$ cat src/rtl/cpu_loader_defs_pkg.sv
`default_nettype none
// ============================================================================
// Module      : cpu_loader_defs_pkg
// Description : Shared state encoding and constants for the CPU program loader.
// Revision    : 1.0 - initial release
// ============================================================================
package cpu_loader_defs_pkg;

    // Loader sequencing states
    typedef enum logic [2:0] {
        ST_IDLE    = 3'd0,
        ST_COLLECT = 3'd1,
        ST_WRITE   = 3'd2,
        ST_RELEASE = 3'd3,
        ST_RUN     = 3'd4
    } loader_state_t;

    localparam int          WORD_BYTES  = 4;
    localparam logic [31:0] ADDR_STRIDE = 32'd4;

endpackage : cpu_loader_defs_pkg
`default_nettype wire

$ cat src/rtl/cpu_program_loader_byte_packer.sv
`default_nettype none
// ============================================================================
// Module      : cpu_program_loader_byte_packer
// Description : Big-endian 8->32 assembler. The first three bytes of a word
//               are stored; the fourth is combined combinationally so the
//               full word is presented on the same edge it completes.
// Revision    : 1.0 - initial release
// ============================================================================
module cpu_program_loader_byte_packer
    import cpu_loader_defs_pkg::*;
(
    input  logic        clk,
    input  logic        rst,
    input  logic        clear,
    input  logic        byte_en,
    input  logic [7:0]  byte_in,
    output logic [31:0] word,
    output logic        word_valid
);

    logic [1:0]  r_cnt;
    logic [23:0] r_hi;

    // Store leading bytes into their big-endian lanes and advance the lane counter
    always_ff @(posedge clk or posedge rst) begin
        if (rst) begin
            r_cnt <= 2'd0;
            r_hi  <= 24'd0;
        end else if (clear) begin
            r_cnt <= 2'd0;
        end else if (byte_en) begin
            case (r_cnt)
                2'd0:    r_hi[23:16] <= byte_in;
                2'd1:    r_hi[15:8]  <= byte_in;
                2'd2:    r_hi[7:0]   <= byte_in;
                default: r_hi        <= r_hi;
            endcase
            r_cnt <= r_cnt + 2'd1;
        end
    end

    // Last byte of a word completes it without an extra register stage
    always_comb begin
        word       = {r_hi, byte_in};
        word_valid = byte_en && !clear && (r_cnt == 2'(WORD_BYTES - 1));
    end

endmodule : cpu_program_loader_byte_packer
`default_nettype wire

$ cat src/rtl/cpu_program_loader.sv
`default_nettype none
// ============================================================================
// Module      : cpu_program_loader
// Description : Loads a host byte stream into CPU instruction memory through
//               the initialize interface, holding the CPU in reset while
//               loading and releasing it when the program is complete.
// Revision    : 1.0 - initial release
// ============================================================================
module cpu_program_loader
    import cpu_loader_defs_pkg::*;
#(
    parameter int          MAX_WORDS  = 64,
    parameter logic [31:0] BASE_ADDR  = 32'd0,
    parameter int          WRITE_HOLD = 1
) (
    input  logic        clk,
    input  logic        rst,
    input  logic        start,
    input  logic [6:0]  num_words,
    input  logic        byte_valid,
    input  logic [7:0]  byte_data,
    output logic        byte_ready,
    output logic        initialize,
    output logic [31:0] instruction_initialize_address,
    output logic [31:0] instruction_initialize_data,
    output logic        cpu_rst,
    output logic        busy,
    output logic        done,
    output logic        error
);

    localparam int HOLD_W = (WRITE_HOLD > 1) ? $clog2(WRITE_HOLD) : 1;

    loader_state_t     r_state;
    logic [6:0]        r_words;
    logic [HOLD_W-1:0] r_hold;
    logic              r_pending;

    logic              w_accept;
    logic              w_clear;
    logic [31:0]       w_word;
    logic              w_word_valid;
    logic [6:0]        w_start_words;
    logic              w_too_big;

    // Byte handshake, packer clearing on an accepted start, and the word count for a launch
    always_comb begin
        w_accept      = byte_valid && byte_ready;
        w_clear       = start && ((r_state == ST_IDLE) || (r_state == ST_RUN));
        w_start_words = start ? num_words : r_words;
        w_too_big     = {25'd0, w_start_words} > 32'(MAX_WORDS);
    end

    cpu_program_loader_byte_packer u_packer (
        .clk        (clk),
        .rst        (rst),
        .clear      (w_clear),
        .byte_en    (w_accept),
        .byte_in    (byte_data),
        .word       (w_word),
        .word_valid (w_word_valid)
    );

    // Loader FSM with registered outputs; a start in RUN first re-asserts CPU reset,
    // then launches from IDLE using the word count captured in r_words
    always_ff @(posedge clk or posedge rst) begin
        if (rst) begin
            r_state                        <= ST_IDLE;
            r_words                        <= 7'd0;
            r_hold                         <= '0;
            r_pending                      <= 1'b0;
            byte_ready                     <= 1'b0;
            initialize                     <= 1'b1;
            cpu_rst                        <= 1'b1;
            instruction_initialize_address <= BASE_ADDR;
            instruction_initialize_data    <= 32'd0;
            busy                           <= 1'b0;
            done                           <= 1'b0;
            error                          <= 1'b0;
        end else begin
            done <= 1'b0;
            case (r_state)
                ST_IDLE: begin
                    if (start || r_pending) begin
                        r_pending <= 1'b0;
                        if (w_too_big) begin
                            error <= 1'b1;
                        end else begin
                            error                          <= 1'b0;
                            r_words                        <= w_start_words;
                            instruction_initialize_address <= BASE_ADDR;
                            r_hold                         <= '0;
                            if (w_start_words == 7'd0) begin
                                initialize <= 1'b0;
                                cpu_rst    <= 1'b0;
                                done       <= 1'b1;
                                busy       <= 1'b0;
                                r_state    <= ST_RELEASE;
                            end else begin
                                busy       <= 1'b1;
                                byte_ready <= 1'b1;
                                r_state    <= ST_COLLECT;
                            end
                        end
                    end
                end
                ST_COLLECT: begin
                    if (w_word_valid) begin
                        instruction_initialize_data <= w_word;
                        byte_ready                  <= 1'b0;
                        r_hold                      <= '0;
                        r_state                     <= ST_WRITE;
                    end
                end
                ST_WRITE: begin
                    if (r_hold == HOLD_W'(WRITE_HOLD - 1)) begin
                        r_words <= r_words - 7'd1;
                        if (r_words == 7'd1) begin
                            initialize <= 1'b0;
                            cpu_rst    <= 1'b0;
                            done       <= 1'b1;
                            busy       <= 1'b0;
                            r_state    <= ST_RELEASE;
                        end else begin
                            instruction_initialize_address <= instruction_initialize_address + ADDR_STRIDE;
                            byte_ready                     <= 1'b1;
                            r_state                        <= ST_COLLECT;
                        end
                    end else begin
                        r_hold <= r_hold + HOLD_W'(1);
                    end
                end
                ST_RELEASE: begin
                    r_state <= ST_RUN;
                end
                ST_RUN: begin
                    if (start) begin
                        initialize                     <= 1'b1;
                        cpu_rst                        <= 1'b1;
                        instruction_initialize_address <= BASE_ADDR;
                        r_words                        <= num_words;
                        r_pending                      <= 1'b1;
                        r_state                        <= ST_IDLE;
                    end
                end
                default: begin
                    r_state <= ST_IDLE;
                end
            endcase
        end
    end

endmodule : cpu_program_loader
`default_nettype wire

$ cat config.mk
export PLATFORM = sky130hd
export DESIGN_NAME = cpu_program_loader
export DESIGN_NICKNAME = d
export VERILOG_FILES = /design/src/rtl/cpu_loader_defs_pkg.sv /design/src/rtl/cpu_program_loader_byte_packer.sv /design/src/rtl/cpu_program_loader.sv
export SDC_FILE = /design/constraint.sdc
export NUM_CORES = 1
export LEC_CHECK = 0
export CAP_MARGIN = 20
export CORE_ASPECT_RATIO = 1.75
export CORE_UTILIZATION = 30
export CTS_BUF_LIST = sky130_fd_sc_hd__clkbuf_2 sky130_fd_sc_hd__clkbuf_4 sky130_fd_sc_hd__clkbuf_8
export DETAILED_ROUTE_END_ITERATION = 6
export GPL_ROUTABILITY_DRIVEN = 0
export SKIP_CTS_REPAIR_TIMING = 1
export SLEW_MARGIN = 20
export SYNTH_ARGS = -nofsm -noshare
export SYNTH_HDL_FRONTEND = slang
export SYNTH_SLANG_ARGS = --single-unit
$ cat constraint.sdc
create_clock -name clk -period 2.9 [get_ports clk]
set_input_delay 0.435 -clock clk [delete_from_list [all_inputs] [get_ports clk]]
set_output_delay 0.435 -clock clk [all_outputs]
set_load 0.005 [all_outputs]
# [After elaboration in Yosys (flattened, before gate mapping)]
# Index checks and enable logic that the tools add are counted.
# W data, S select, Z words.
[word_totals] elab_cells=118 regBits=107 out_inout_bits=70 in_bits=19
[op_classes] n_addsub=4 bitwise_logic=1 magnitude_cmp=1 mux=52 eq_ne=17 n_reduce_logical=28
[op_table] op="$mux W32" count=5
[op_table] op="$pmux W32 S3" count=1
[op_table] op="$add A32 B3 Y32 const B" count=1
[op_table] op="$mux W7" count=4
[op_table] op="$mux W1" count=25
[op_table] op="$pmux W7 S3" count=1
[op_table] op="$mux W3" count=5
[op_table] op="$pmux W3 S5" count=1
[op_table] op="$reduce_and A7 Y1" count=2
[op_table] op="$ne A2 B2 Y1 const B" count=6
[op_table] op="$reduce_and A3 Y1" count=4
[op_table] op="$reduce_and A5 Y1" count=2
[op_table] op="$pmux W1 S3" count=3
[op_table] op="$mux W2" count=4
[op_table] op="$reduce_and A4 Y1" count=2
[op_table] op="$eq A7 B1 Y1 const B" count=1
[op_table] op="$gt A7 B7 Y1 const B" count=1
[op_table] op="$logic_not A7 Y1" count=1
[op_table] op="$sub A7 B1 Y7 const B" count=1
[op_table] op="$eq A3 B2 Y1 const B" count=2
[op_table] op="$ne A2 B1 Y1 const B" count=3
[op_table] op="$pmux W1 S2" count=3
[op_table] op="$reduce_and A6 Y1" count=1
[op_table] op="$reduce_bool A2 Y1" count=3
[op_table] op="other kinds (14)" count=21

# [Longest topological paths before layout]
# Gate-level depths: netlist (run 1).
[depth] word_depth=8 mapped_depth=8 mapped_depth_nobuf=7

# [Hierarchy]
# A second synthesis (run 1) with hierarchy kept.
[hier_totals] hier_cells=466 area_unflattened_um2=5098.6
[modules_own_cells] mod="cpu_program_loader" instances=1 area_per_inst_um2=3945.0 cells_each=392 seq_area_each_um2=1953.1
[modules_own_cells] mod="cpu_program_loader_byte_packer" instances=1 area_per_inst_um2=1153.6 cells_each=74 seq_area_each_um2=650.6

# [Worst setup path before layout (run 1)]
# Ideal clock, no wire load.
[synth_timing] kind="register to register" startpoint="register r_words[3]" endpoint="register instruction_initialize_address[26]" required_time_ns=2.776 arrival_ns=1.869 synth_period_minus_slack_ns=1.993 n_path_buf=1 setup_slack_ns=0.907 setup_time_ns=0.124 path_stages_with_launch=7 path_cell_list="dfrtp_1 -> or4_4 -> o2bb2ai_2 -> a21oi_2 -> or2_4 -> buf_6 -> a211o_1"
[synth_between] elab_chain_cells=4 elab_cells_between_ends=6 classes_between="order compare (1); eq/ne (3); mux (1); reduce/logical (1)"
[synth_lines] item="from (decl)" line_no="cpu_program_loader.sv:35" source="logic [6:0] r_words;"
[synth_lines] item="from (signal assigned)" line_no="cpu_program_loader.sv:90" source="r_words <= w_start_words;"
[synth_lines] item="from (signal assigned)" line_no="cpu_program_loader.sv:117" source="r_words <= r_words - 7'd1;"
[synth_lines] item="from (signal assigned)" line_no="cpu_program_loader.sv:141" source="r_words <= num_words;"
[synth_lines] item="$mux W7"
[synth_lines] item="$gt A7 B7 Y1" line_no="cpu_program_loader.sv:51" source="w_too_big = {25'd0, w_start_words} > 32'(MAX_WORDS);"
[synth_lines] item="$ne A2 B2 Y1 (no line)"
[synth_lines] item="$reduce_and A6 Y1 (no line) (*)"
[synth_lines] item="to (signal assigned)" line_no="cpu_program_loader.sv:125" source="instruction_initialize_address <= instruction_initialize_address + ADDR_STRIDE;"
[synth_lines] item="to (decl)" line_no="cpu_program_loader.sv:24" source="output logic [31:0] instruction_initialize_address,"
# Mark *: on every way between the ends. The rest lies on a longest branch, timed or not.
# A chain may end at the register's enable or synchronous reset.

# [Final worst setup path (run 1)]
[layout_timing] startpoint="register r_state[2]" endpoint="register instruction_initialize_address[19]"
[layout_between] elab_chain_cells=3 elab_cells_between_ends=11 classes_between="eq/ne (7); mux (1); reduce/logical (3)"
[layout_lines] item="from (decl)" line_no="cpu_program_loader.sv:34" source="loader_state_t r_state;"
[layout_lines] item="from (signal assigned)" line_no="cpu_program_loader.sv:68" source="r_state <= ST_IDLE;"
[layout_lines] item="from (signal assigned)" line_no="cpu_program_loader.sv:98" source="r_state <= ST_RELEASE;"
[layout_lines] item="from (signal assigned)" line_no="cpu_program_loader.sv:102" source="r_state <= ST_COLLECT;"
[layout_lines] item="$eq A3 B3 Y1 (tied with other cells)" line_no="cpu_program_loader.sv:82" source="case (r_state)"
[layout_lines] item="$ne A2 B2 Y1 (no line) (tied with other cells)"
[layout_lines] item="$reduce_and A6 Y1 (no line)"
# Parallel ways exist; a longest one is shown, timed or not.

==> flow_summary.json, run 1 <==
{
  "switching_share": 0.3221,
  "synth_cells": 471,
  "startpoint": "r_state[2]",
  "grt_util_all_layers": 0.1499,
  "post-route-drc-count": 0,
  "slew_headroom": 0.5507,
  "cpPeakStageDelay_ps": 550,
  "hpwl_mm": 9.291,
  "min_period_ps": 2214,
  "tightest_slew_ps": 672.6,
  "synth.distinct_cells": 58,
  "slowest_stage": "dfrtp_1",
  "drive_above_1_share": 0.1883,
  "synthTopCellsByArea": "dfrtp_1 (51%), mux2_2 (13%), nand2_1 (3.0%)",
  "layout.nets": 584,
  "antenna_found_initial": 0,
  "multiInputGateArea_um2": 2333,
  "placementRows": 62,
  "antenna_left": 0,
  "fmax_mhz": 451.7,
  "totalWireLength_mm": 12.54,
  "fin_setup_tns_ps": 0,
  "path_delay_family": "simple AND/OR/NAND/NOR gates",
  "placed_area_um2": 6241,
  "final_cell_count_no_fill": 787,
  "fin_worst_skew_ps": 9.615,
  "die_h_um": 174.4,
  "startpoint_type": "register",
  "whs_ps": 495.1,
  "synth_top_flop_cell": "dfrtp_1",
  "p_per_area_nw_per_um2": 804.1,
  "synthArstFlopShare": 1.000,
  "yosys_warnings": 0,
  "grt_first_pass_wirelength_mm": 20.55,
  "clk_pin_slew_ps": 100,
  "cts.sinks": 104,
  "path_max_fanout": 13,
  "post-route-period-util": 0.7634,
  "area_growth_pct": 26.53,
  "finish.instance_area_um2": 6445,
  "max-cap-violations": 0,
  "die_x_um": 100.5,
  "end_kind": "register",
  "numPortBuffers": 86,
  "cell_internal_pwr_uw": 3513,
  "synth_edf_count": 0,
  "grt_pass1_vias": 4079,
  "worst_ir_drop_vdd_uv": 261.5,
  "synth_seq_cells": 104,
  "ios": 89,
  "first_iter_violations": 243,
  "switchingPower_uw": 1669,
  "ys_seq_area_frac": 0.5112,
  "fin_util": 0.3901,
  "pwr-share-comb": 0.347,
  "p_leak_uw": 0.002695,
  "drt-wirelength-per-cell_um": 15.93,
  "path_buf_inv": 1,
  "dr_total_vias": 4047,
  "final-setup-viol-count": 0,
  "clkPwrFrac": 0.184,
  "cp.required_ps": 3200,
  "seqCellArea_um2": 2604,
  "dieArea_um2": 17520,
  "clockBufferDepth": 2,
  "tritoncts": "built",
  "cts_root_buf": "clkbuf_8",
  "path_class": "reg2reg",
  "avgViaCountPerCell": 5.142,
  "crit_arrival_ps": 2520,
  "start_util": 0.3083,
  "synth_area_um2": 5094,
  "seqPwrFrac": 0.469,
  "cts_buffers": 9,
  "grt_max_degree": 47,
  "synth_top_area_share": 0.5060,
  "nFillCells": 1661,
  "hold_violations": 0,
  "clk_latency_ps": 380,
  "core_um2": 16520,
  "rsz0062_at_grt": "false",
  "synth_area_leader_cell": "dfrtp_1",
  "dp_cells": 771,
  "cts.htree.levels": 3,
  "status": "complete, no violations",
  "synth.avg_cell_area_um2": 10.81,
  "worst-r2r-setup-slack_ps": 690,
  "grt.overflow.total": 0,
  "first_pass_iters": 4,
  "crit_chain": "or3b_1 > buf_4 > a21o_1 > nor2_1 > a41oi_1 > a31oi_1",
  "regToRegStartpoint": "r_state[2]",
  "hp-class": "in2async",
  "final_max_slew_viol_count": 0,
  "antennaDiodeCount": 0
}
cells in the mapped netlist, types with 9 or more instances:
cell type,number
a21oi_1,12
nand4_1,9
o31ai_1,9
inv_1,11
a31oi_1,16
mux2_2,58
nor2_1,30
dfrtp_1,103
nand3_1,15
clkbuf_1,17
nor3_1,18
o21ai_0,22
nand2_1,41
sequential cells by signal (all words and copies together) (netlist names):
register,count
instruction_initialize_data,32
instruction_initialize_address,30
u_packer.r_hi,24
r_words,7
r_state,3
u_packer.r_cnt,2
busy,1
byte_ready,1
cpu_rst,1
done,1
error,1
r_pending,1
cell families (layout without fill, tap and decap cells):
group                      Yosys count  after routing  synth area share
and+or+nand+nor                    157            157            0.1592
DFF                                104            104            0.5112
AOI/OAI and AO/OA                  102            102            0.1395
muxes                               63             63            0.1381
buffers and inverters               36            127           0.03242
adders and majority gates            7              7           0.01719
other                                1              2         0.0007362
xor gates and xnor gates             1              1          0.001720
worst register-to-register path, cell delays in order, from the launching register on:
cell and delay, ps:
dfrtp_1 550, or3b_1 540, buf_4 230, a21o_1 320, nor2_1 220, a41oi_1 130
a31oi_1 160
per-stage QoR:
step                total power [uW]  setup slack, ps
detailed placement              4287            336.9
global route                    5548            468.9
global placement                4210            373.1
finish                          5182            686.3
floorplan                       3345            907.3
CTS                             5240            696.5
per-layer routing:
layer  global-route usage  vias to the layer above  part of all wire
li1                     -                     1899                 -
met2               0.2757                      106              0.54
met3              0.02614                       25             0.029
met1               0.1650                     2017              0.40
met4              0.06461                        0             0.026
met5                    0                        -                 0
area by class of cell:
class / count / share of cell area
Clock buffer: 10 / 0.02136
Clock inverter: 6 / 0.01029
Inverter: 11 / 0.006989
Multi-Input combinational cell: 332 / 0.3621
Sequential cell: 104 / 0.4040
Tap cell: 224 / 0.04349
Timing Repair Buffer: 100 / 0.1518
cells in the final DEF, fill, tap and decap left out, types with 3 or more instances in the layout:
master / n
dfrtp_1: 103
clkdlybuf4s50_1: 86
mux2_2: 58
nand2_1: 41
nor2_1: 30
o21ai_0: 22
nor3_1: 18
a31oi_1: 16
nand3_1: 15
buf_4: 13
a21oi_1: 12
inv_1: 10
clkbuf_8: 10
o31ai_1: 9
nand4_1: 9
a21o_1: 7
a2bb2oi_1: 7
ha_1: 7
and3_1: 6
nor4_1: 5
nand2b_1: 5
mux2i_1: 5
and4_1: 5
nor3b_1: 4
or2_2: 4
a211o_1: 4
o21a_1: 3
a41oi_1: 3
o211ai_1: 3
power groups by stage:
| stage | registers [uW] | logic, uW | clock network (uW) |
|---|---|---|---|
| floorplan | 2330 | 1020 | 0 |
| global placement | 2430 | 1780 | 0 |
| detailed placement | 2460 | 1830 | 0 |
| CTS | 2430 | 1830 | 981 |
| global route | 2510 | 1990 | 1050 |
| finish | 2430 | 1800 | 951 |
path summary, 6_finish.rpt:
kind | end | cells after the start
worst max-delay path | instruction_initialize_address[19] | 6
worst min-delay path | instruction_initialize_data[26] | 2
worst max register to register | instruction_initialize_address[19] | 6
worst min register to register | u_packer.r_hi[13] | 1
max in group asynchronous | cpu_rst | 3
min in group clk | u_packer.r_hi[13] | 1
Note: power is estimated with default switching activity, not from simulation.
==> run 2: changes to the inputs <==
==> constraint.sdc (replaced) <==
create_clock -name clk -period 1.9 [get_ports clk]
set_input_delay 0.285 -clock clk [delete_from_list [all_inputs] [get_ports clk]]
set_output_delay 0.285 -clock clk [all_outputs]
set_load 0.005 [all_outputs]
==> flow_summary.json, run 2 (same netlist as run 1, synthesis figures left out) <==
{
  "cts_buffers": 9,
  "min_period_ps": 1952,
  "p_leak_uw": 0.003121,
  "avgViaCountPerCell": 4.924,
  "violations": "setup timing",
  "final_cell_count_no_fill": 858,
  "hp-class": "in2async",
  "fmax_mhz": 512.2,
  "placed_area_um2": 6800,
  "startpoint": "r_words[4]",
  "final-setup-viol-count": 8,
  "worst_ir_drop_vdd_uv": 476.3,
  "reg.largest.list": "instruction_initialize_data: 32 flops, instruction_initialize_address: 30 flops, u_packer.r_hi: 24 flops",
  "placementRows": 62,
  "cts_root_buf": "clkbuf_8",
  "largest_register_ff_count": 32,
  "die_x_um": 100.5,
  "antennaDiodeCount": 0,
  "regToRegStartpoint": "r_words[4]",
  "p_per_area_nw_per_um2": 1175,
  "r2r-end": "instruction_initialize_address[12]",
  "switching_share": 0.3222,
  "rsz0062_at_grt": "true",
  "clk_pin_slew_ps": 110,
  "clockBufferDepth": 2,
  "dp_cells": 831,
  "path_class": "reg2reg",
  "max-cap-violations": 0,
  "final_max_slew_viol_count": 0,
  "nFillCells": 1575,
  "cts.sinks": 104,
  "hold_violations": 0,
  "first_iter_violations": 158,
  "clk_latency_ps": 370,
  "grt_first_pass_wirelength_mm": 21.53,
  "cp-endpoint": "instruction_initialize_address[12]",
  "first_pass_iters": 4,
  "grt_pass1_vias": 4416,
  "post-route-period-util": 1.028,
  "grt.overflow.total": 0,
  "path_max_fanout": 5,
  "switchingPower_uw": 2732,
  "pwr-share-comb": 0.434,
  "start_util": 0.3083,
  "core_um2": 16520,
  "antenna_left": 0,
  "area_growth_pct": 41.66,
  "grt_util_all_layers": 0.1560,
  "grt_max_degree": 69,
  "end_kind": "register",
  "finish.instance_area_um2": 7216,
  "hpwl_mm": 9.843,
  "final_common_cell": "dfrtp_1",
  "dr_total_vias": 4225,
  "antenna_found_initial": 0,
  "worst-r2r-setup-slack_ps": -50,
  "numPortBuffers": 86,
  "die_h_um": 174.4,
  "cts.htree.levels": 3,
  "status": "finished with violations",
  "crit_arrival_ps": 2220,
  "drt-wirelength-per-cell_um": 15.45,
  "post-route-drc-count": 0,
  "cp.required_ps": 2170,
  "layout_setup_ws_ps": -52.47,
  "clkPwrFrac": 0.151,
  "fin_worst_skew_ps": 14.79,
  "seqPwrFrac": 0.415,
  "layout_common_cells": "dfrtp_1 (103), clkdlybuf4s50_1 (85), buf_4 (74)",
  "ios": 89,
  "regMostFlops": "instruction_initialize_data",
  "r2r_cells": 5,
  "tritoncts": "built",
  "layout.nets": 655,
  "startpoint_type": "register",
  "dieArea_um2": 17520,
  "drive_above_1_share": 0.3123,
  "cell_internal_pwr_uw": 5746,
  "totalWireLength_mm": 13.26
}
## run 2: cell count changes in the layout (fill, tap and decap cells not counted), sizes merged
cell           delta
dlymetal6s2s      +1
clkdlybuf4s50     -1
or2               +1
buf              +70
bufinv            -1
clkbuf            +1
## run 2: power by group through the flow
stage                     clock network, uW  logic [uW]  registers, uW
final                                  1280        3680           3510
after global routing                   1440        4000           3630
after floorplan                           0        1570           3560
after detailed placement                  0        3460           3550
after global placement                    0        3370           3510
after CTS                              1360        3460           3500
## run 2: metal layers
| metal | part of all wire | GRT usage | up-vias |
|---|---|---|---|
| met4 | 0.019 | 0.06401 | 0 |
| met3 | 0.032 | 0.03257 | 18 |
| met1 | 0.39 | 0.1624 | 2074 |
| met5 | 0 | 0 | - |
| li1 | - | - | 2040 |
| met2 | 0.56 | 0.2951 | 93 |
## run 2: area by class of cell
cell class	count	area, um^2	share of cell area
inverters	11	45.04	0.006242
repair buffers	170	1597	0.2213
well taps	224	280.3	0.03884
flip-flops and latches	104	2604	0.3608
clock buffers	11	138.9	0.01925
clock inverters	5	40.04	0.005549
multi-input cells	333	2511	0.3480
## run 2: per-stage QoR
stage	worst slack (ps)	total power, uW	hold slack (ps)	utilization	TNS (ps)
after floorplan	2.174	5130	435.6	-	0
after global placement	-553.3	6875	480.4	0.4116	-27880
after detailed placement	-577.6	7008	488.2	0.4116	-29780
after CTS	-153.5	8325	156.2	0.4224	-3207
after global routing	-77.58	9071	169.2	0.4367	-929.2
final	-52.47	8478	182.9	0.4367	-184.2
## run 2: critical path, stage by stage, from the launching register on
cell	delay, ps
dfrtp_1	400
or4_4	540
o2bb2ai_4	160
a21oi_4	100
or2_4	300
a221o_1	350
## run 2: worst min-delay path by stage
stage          cells after the start                         endpoint
2_1_floorplan                      1                 u_packer.r_hi[0]
3_3_place_gp                       1  instruction_initialize_data[12]
3_5_place_dp                       1                u_packer.r_hi[19]
4_1_cts                            2  instruction_initialize_data[26]
5_1_grt                            2  instruction_initialize_data[26]
6_report                           2   instruction_initialize_data[3]
